**src/rtl/rr_grant_xfer.sv**
```systemverilog
// Grant consumer for a 4-way round-robin arbiter: qualifies the one-hot
// grant against the live requests, streams the winner's burst onto a
// valid/ready bus, then acks the arbiter and waits for its token to move.
module rr_grant_xfer #(
    parameter int DW      = 8,
    parameter int LW      = 4,
    parameter int HOLDOFF = 2
) (
    input  logic            clk,
    input  logic            rst,
    input  logic [3:0]      req,
    input  logic [3:0]      grant,
    input  logic [4*LW-1:0] len,
    input  logic [4*DW-1:0] data,
    output logic [3:0]      rd,
    output logic            m_valid,
    input  logic            m_ready,
    output logic [DW-1:0]   m_data,
    output logic [1:0]      m_src,
    output logic            m_last,
    output logic            ack,
    output logic            busy,
    output logic            err_grant
);

    typedef enum logic [1:0] {
        IDLE = 2'd0,
        XFER = 2'd1,
        ACK  = 2'd2,
        HOLD = 2'd3
    } state_t;

    // Wide enough to hold HOLDOFF-1.
    localparam int HW = (HOLDOFF > 1) ? $clog2(HOLDOFF) : 1;

    state_t        state, state_n;
    logic [1:0]    src;
    logic [LW-1:0] cnt;
    logic [HW-1:0] hold;

    logic [3:0]    g;
    logic          g_multi;
    logic [1:0]    g_idx;
    logic          last_beat;

    assign g         = grant & req;
    // Clearing the lowest set bit leaves something only when two or more bits are set.
    assign g_multi   = (g & (g - 4'd1)) != 4'd0;
    assign last_beat = (cnt == '0);

    // Index of the qualified grant bit (only used when g is one-hot).
    always_comb begin
        // NOTE: every variable written here gets a default first, so no path leaves it unassigned and no latch is inferred.
        g_idx = 2'd0;
        case (g)
            4'b0010: g_idx = 2'd1;
            4'b0100: g_idx = 2'd2;
            4'b1000: g_idx = 2'd3;
            default: g_idx = 2'd0;
        endcase
    end

    // State register.
    always_ff @(posedge clk) begin
        // NOTE: sequential state uses non-blocking assignments so every flop samples pre-edge values.
        if (rst) state <= IDLE;
        else     state <= state_n;
    end

    // Next-state and output decode; ack, busy and m_valid depend on the registered state only.
    always_comb begin
        state_n = state;
        m_valid = 1'b0;
        m_src   = 2'd0;
        m_data  = '0;
        m_last  = 1'b0;
        rd      = 4'd0;
        ack     = 1'b0;
        busy    = 1'b1;
        case (state)
            IDLE: begin
                busy = 1'b0;
                if (req != 4'd0) begin
                    if (g == 4'd0)    state_n = ACK;   // token on an idle slot: skip it
                    else if (!g_multi) state_n = XFER;
                end
            end
            XFER: begin
                m_valid = 1'b1;
                m_src   = src;
                m_data  = data[int'(src)*DW +: DW];
                m_last  = last_beat;
                if (m_ready) begin
                    rd[src] = 1'b1;
                    if (last_beat) state_n = ACK;
                end
            end
            ACK: begin
                ack     = 1'b1;
                state_n = HOLD;
            end
            HOLD: begin
                if (hold == '0) state_n = IDLE;
            end
            default: state_n = IDLE;
        endcase
    end

    // Burst source/length capture, beat countdown, hold-off timer and bad-grant flag.
    always_ff @(posedge clk) begin
        if (rst) begin
            src       <= 2'd0;
            cnt       <= '0;
            hold      <= '0;
            err_grant <= 1'b0;
        end else begin
            err_grant <= (state == IDLE) && g_multi;
            case (state)
                IDLE: begin
                    if (state_n == XFER) begin
                        src <= g_idx;
                        cnt <= len[int'(g_idx)*LW +: LW];
                    end
                end
                XFER: begin
                    if (m_ready && !last_beat) cnt <= cnt - LW'(1);
                end
                ACK: begin
                    hold <= HW'(HOLDOFF - 1);
                end
                HOLD: begin
                    if (hold != '0) hold <= hold - HW'(1);
                end
                default: ;
            endcase
        end
    end

endmodule

```
**config.mk**
```make
export PLATFORM = sky130hd
export DESIGN_NAME = rr_grant_xfer
export DESIGN_NICKNAME = d
export VERILOG_FILES = /design/src/rtl/rr_grant_xfer.sv
export SDC_FILE = /design/constraint.sdc
export NUM_CORES = 1
export LEC_CHECK = 0
export CORE_MARGIN = 1.5
export CORE_UTILIZATION = 32
export CTS_CLUSTER_SIZE = 8
export DETAILED_ROUTE_END_ITERATION = 12
export GPL_ROUTABILITY_DRIVEN = 0
export PLACE_DENSITY_LB_ADDON = 0.05
export SLEW_MARGIN = 20
export SYNTH_ARGS = -nofsm -noshare
export SYNTH_HDL_FRONTEND = slang
export SYNTH_SLANG_ARGS = --single-unit
```
**constraint.sdc**
```tcl
create_clock -name clk -period 1.7 [get_ports clk]
set_clock_uncertainty 0.1 [all_clocks]
set_input_delay 0.255 -clock clk [delete_from_list [all_inputs] [get_ports clk]]
set_output_delay 0.255 -clock clk [all_outputs]
set_load 0.01 [all_outputs]
```
After elaboration in Yosys (flattened, before gate mapping)
Cells that the tools add are included.
{"block": "word_totals", "latchBits": 0, "output_inout_bits": 19, "ram_bits": 0, "register_bits": 10, "word_cells": 59, "mem_count": 0, "rom_bits": 0, "inputBits": 59}
{"block": "classes", "add_sub_neg": 3, "magnitude_cmp": 2, "n_eq_ne": 9, "muxes": 23, "reduce_logical": 13, "div": 0, "bitwise": 2, "shifts": 2, "n_mul": 0}
{"operator": "32-bit by 6-bit variable part select with 8-bit output", "n": 1}
{"operator": "4-bit two-way mux", "n": 4}
{"operator": "16-bit by 5-bit variable part select with 4-bit output", "n": 1}
{"operator": "2-bit two-way mux", "n": 7}
{"operator": "4-bit bitwise AND", "n": 2}
{"operator": "4-bit zero test", "n": 2}
{"operator": "8-bit two-way mux", "n": 1}
{"operator": "2-bit one-hot mux with 4 select lines", "n": 1}
{"operator": "4-bit one-hot mux with 2 select lines", "n": 1}
{"operator": "4-bit nonzero test", "n": 2}
{"operator": "4-bit by 1-bit subtractor with 4-bit output, second input constant", "n": 2}
{"operator": "1-bit two-way mux", "n": 6}
{"operator": "2-bit one-hot mux with 3 select lines", "n": 1}
{"operator": "2-bit by 1-bit == test with 1-bit output, second input constant", "n": 2}
{"operator": "2-bit == test, second input constant", "n": 2}
{"operator": "4-bit by 2-bit == test with 1-bit output, second input constant", "n": 1}
{"operator": "4-bit by 3-bit == test with 1-bit output, second input constant", "n": 1}
{"operator": "4-bit == test, second input constant", "n": 1}
{"operator": "2-bit nonzero test", "n": 2}
{"operator": "1-bit logical AND", "n": 3}
{"operator": "2-bit by 3-bit less-than comparator with 1-bit output, second input constant", "n": 1}
{"operator": "3-bit AND reduction", "n": 1}
{"operator": "1-bit demux with 2-bit select", "n": 1}
{"operator": "2-bit by 1-bit greater-or-equal comparator with 1-bit output, second input constant", "n": 1}
{"operator": "other kinds (7)", "n": 7}

Longest topological paths before layout
{"block": "depth", "word_depth": 11, "mapped_depth": 7, "mapped_depth_nobuf": 7}

Least setup slack after synthesis
Ideal clock, no wire load.
{"block": "synth_timing", "path_type": "flip-flop to output port", "startpoint": "register src[0]", "endpoint": "output port m_data[2]", "t_arrival_ns": 1.368, "path_buffers": 2, "t_required_ns": 1.345, "slack_ns": -0.023, "path_stages_with_launch": 5, "cell_sequence": "dfxtp_1 > buf_2 > buf_2 > mux4_2 > and2_1"}
{"block": "synth_via", "elab_chain_cells": 2}
{"element": "from (decl)", "line": "37", "source": "logic [1:0] src;"}
{"element": "from (signal assigned)", "line": "121", "source": "src <= g_idx;"}
{"element": "32-bit by 6-bit variable part select with 8-bit output", "line": "91", "source": "m_data = data[int'(src)*DW +: DW];"}
{"element": "8-bit two-way mux", "line": "80", "source": "case (state)"}
{"element": "to (decl)", "line": "18", "source": "output logic [DW-1:0] m_data,"}
No other way between the ends.

Final worst setup path
{"block": "layout_timing", "startpoint": "register src[0]", "endpoint": "output port m_data[3]"}
The elaborated chain is that of the path after synthesis.

==> impl_results.md <==
* EDFF count, synth at 0
* Max-cap violation count at 0
* Design Area, Final at 2359 um^2
* Final min period at 1.899 ns
* First-iteration detailed-routing DRC count at 49
* Starting Density at 33.11%
* Ant diodes at 0
* Via-to-Cell Ratio at 5.113
* Fin. Hold Viols at 0
* Core area at 3337 um^2
* Slew HR at 76.11%
* R2r setup slk at -0.13 ns
* DP HPWL at 3159 um
* Most common cell after layout, fill and taps aside: clkdlybuf4s50_1
* CTS clock-pin slew for the worst setup and hold paths at 0.07 ns
* Outcome: finished, violations left
* Violations in the final reports: setup timing
* GRT Total Usage at 19.23%
* Port bufs at 77
* Final TNS setup at -1.780 ns
* Slew Viols, Final at 0
* Mapped Area at 1105 um^2
* Worst setup path end: m_data[3]
* Final nets at 299
* Post-Syn Instances at 124
* Grt ovf at 0
* Vias in the first global route at 1310
* Net count after synthesis at 184
* Routed WL at 4149 um
* Critical R2R Launch: cnt[0]
* Synth top area cells: dfxtp_1 18%, mux4_2 16%, and2_1 6.8%
* Antenna violations before repair at 0
* Sequential area share after synthesis at 18.12%
* Drc violations at 0
* H-tree Lvls at 1
* Die Y at 61.76 um
* Clock Sinks at 10
* Num CTS Buffers at 3
* Setup crit start: src[0]
* Num rows at 21
* Synth warn at 0
* #FFs+latches synth at 10
* Static leakage at 0.9939 nW
* Worst setup EP type: output port
* DR pass1 iterations at 4
* Clock root buffer: clkbuf_4
* Req. time, crit path at 1.34 ns
* Final ANT Viol Nets at 0
* Reg2Reg Capture Point: cnt[0]
* Placed Area at 2161 um^2
* CP Class: reg -> out
* DR vias at 1452
* Main synth FF type: dfxtp_1
* Critical Path Slowest Stage Cell: mux4_2
* FILL cells at 275
* Area growth syn-to-layout at 113.5%
* R2R cell count at 8
* WL per Instance at 14.61 um
* Peak Freq at 526.5 MHz
* Post-synth top area share at 18.12%
* Share of layout cells above drive strength 1 at 48.32%
* Clock tree buffer depth at 2
* Die area at 3814 um^2
* Peak supply drop at 580.1 uV
* Final Util at 70.68%
* Most frequent cells in the layout: 53 x clkdlybuf4s50_1, 34 x buf_4, 10 x buf_6, 9 x and2_4
* Global-route wire length before repair at 5485 um
* CTS tree: done
* RSZ-0062 raised after global routing: true
* Die width at 61.76 um
* Finish-stage setup viols at 12
* Crit-path cells: buf_12 -> mux4_2 -> and2_4 -> buf_6
* Async SR Flop Fraction at 0%
* CP startpoint kind: flip-flop
* Worst stage delay on the critical path at 0.49 ns
* Maximum fanout along the worst path at 5
* Top cell type by total area after synthesis: dfxtp_1
* Crit path DAT at 1.54 ns
* Ports at 78
* Netlist cell types at 42
* Largest net degree at the start of global routing at 12
* Period Utilization, post-route at 111.7%
* Fin worst setup slack at -0.1994 ns
* HP Class: reg -> reg
* Power density cells at 701.2 nW/um^2
* Synthesized area per cell at 8.910 um^2
* Worst-Margin Slew at 0.3575 ns
* Clk_lat worst skew at 0.27 ns
==> cell families after synthesis <==
family | Yosys count | synth area share, %
buffers and inverters | 11 | 4.077
and+or+nand+nor | 56 | 32.28
DFF | 10 | 18.12
xor gates and xnor gates | 2 | 2.266
adders and majority gates | 1 | 1.132
AOI/OAI and AO/OA | 29 | 19.25
muxes | 15 | 22.88
==> area by class of cell <==
cell class,count,area (um^2),area share [%]
timing repair buffer,115,1056,44.77
multi-input combinational,103,978.4,41.49
sequential,10,207.7,8.806
tap,46,57.56,2.440
clock buffer,4,36.28,1.538
inverter,6,22.52,0.9549
==> power breakdown <==
part | total, mW | switching (mW) | internal, mW
logic | 1.12 | 0.457 | 0.667
registers | 0.311 | 0.0328 | 0.278
clock network | 0.218 | 0.0883 | 0.130
==> registers in the layout, indices dropped and copies added (netlist names) <==
| name | count |
|---|---|
| err_grant | 1 |
| cnt | 4 |
| src | 2 |
| state | 2 |
| hold | 1 |
==> synth_stat cells, types with 2 or more instances <==
library cell / instances
nor3_1: 3
and2_1: 12
a21oi_1: 7
nand2b_1: 2
nor3b_1: 4
nor2_1: 10
nor2b_1: 2
nand3_1: 4
buf_2: 3
dfxtp_1: 10
mux2i_1: 5
mux2_2: 2
clkbuf_1: 2
o22ai_1: 4
nand2_1: 7
inv_1: 6
o211ai_1: 2
nand2_4: 3
o21ai_0: 6
mux4_2: 8
==> metrics by stage <==
stage | setup slack [ns] | hold WS, ns | power, mW | cells
floorplan | 0.01091 | 0.3228 | 0.7446 | 124
global placement | -0.4027 | 0.4255 | 1.231 | 273
detailed placement | -0.4200 | 0.4538 | 1.255 | 273
CTS | -0.2657 | 0.4593 | 1.521 | 281
global route | -0.2338 | 0.4830 | 1.748 | 284
finish | -0.1994 | 0.4561 | 1.654 | 284
==> metal layers <==
layer | vias up | wire length [um] | global-route usage, %
li1 | 694 | - | -
met1 | 672 | 1438 | 18.53
met2 | 77 | 2163 | 39.85
met3 | 9 | 498 | 5.590
met4 | 0 | 48 | 3.343
met5 | - | 0 | 0
==> worst min path at each step <==
stage | startpoint | endpoint | depth (start not counted)
5_1_grt | hold | state[0] | 2
6_report | src[0] | src[0] | 2
4_1_cts | src[0] | src[0] | 2
3_5_place_dp | hold | hold | 2
3_3_place_gp | hold | hold | 2
2_1_floorplan | len[0] | cnt[0] | 2
==> worst max-delay path: cells and delay by family (launching register included) <==
| family | cells | cell delay [ns] |
|---|---|---|
| muxes | 1 | 0.49 |
| buffers and inverters | 2 | 0.23 |
| DFF | 1 | 0.38 |
| and+or+nand+nor | 1 | 0.18 |
==> repair_timing <==
action	4_1_cts	5_1_grt
endpoints found under the hold margin	0	0
resized for setup	89	31
hold buffers	0	0
cloned	1	0
setup buffers	3	4
setup endpoints to repair	25	20
pin swaps	13	10
Note: power is estimated with default switching activity, not from simulation.
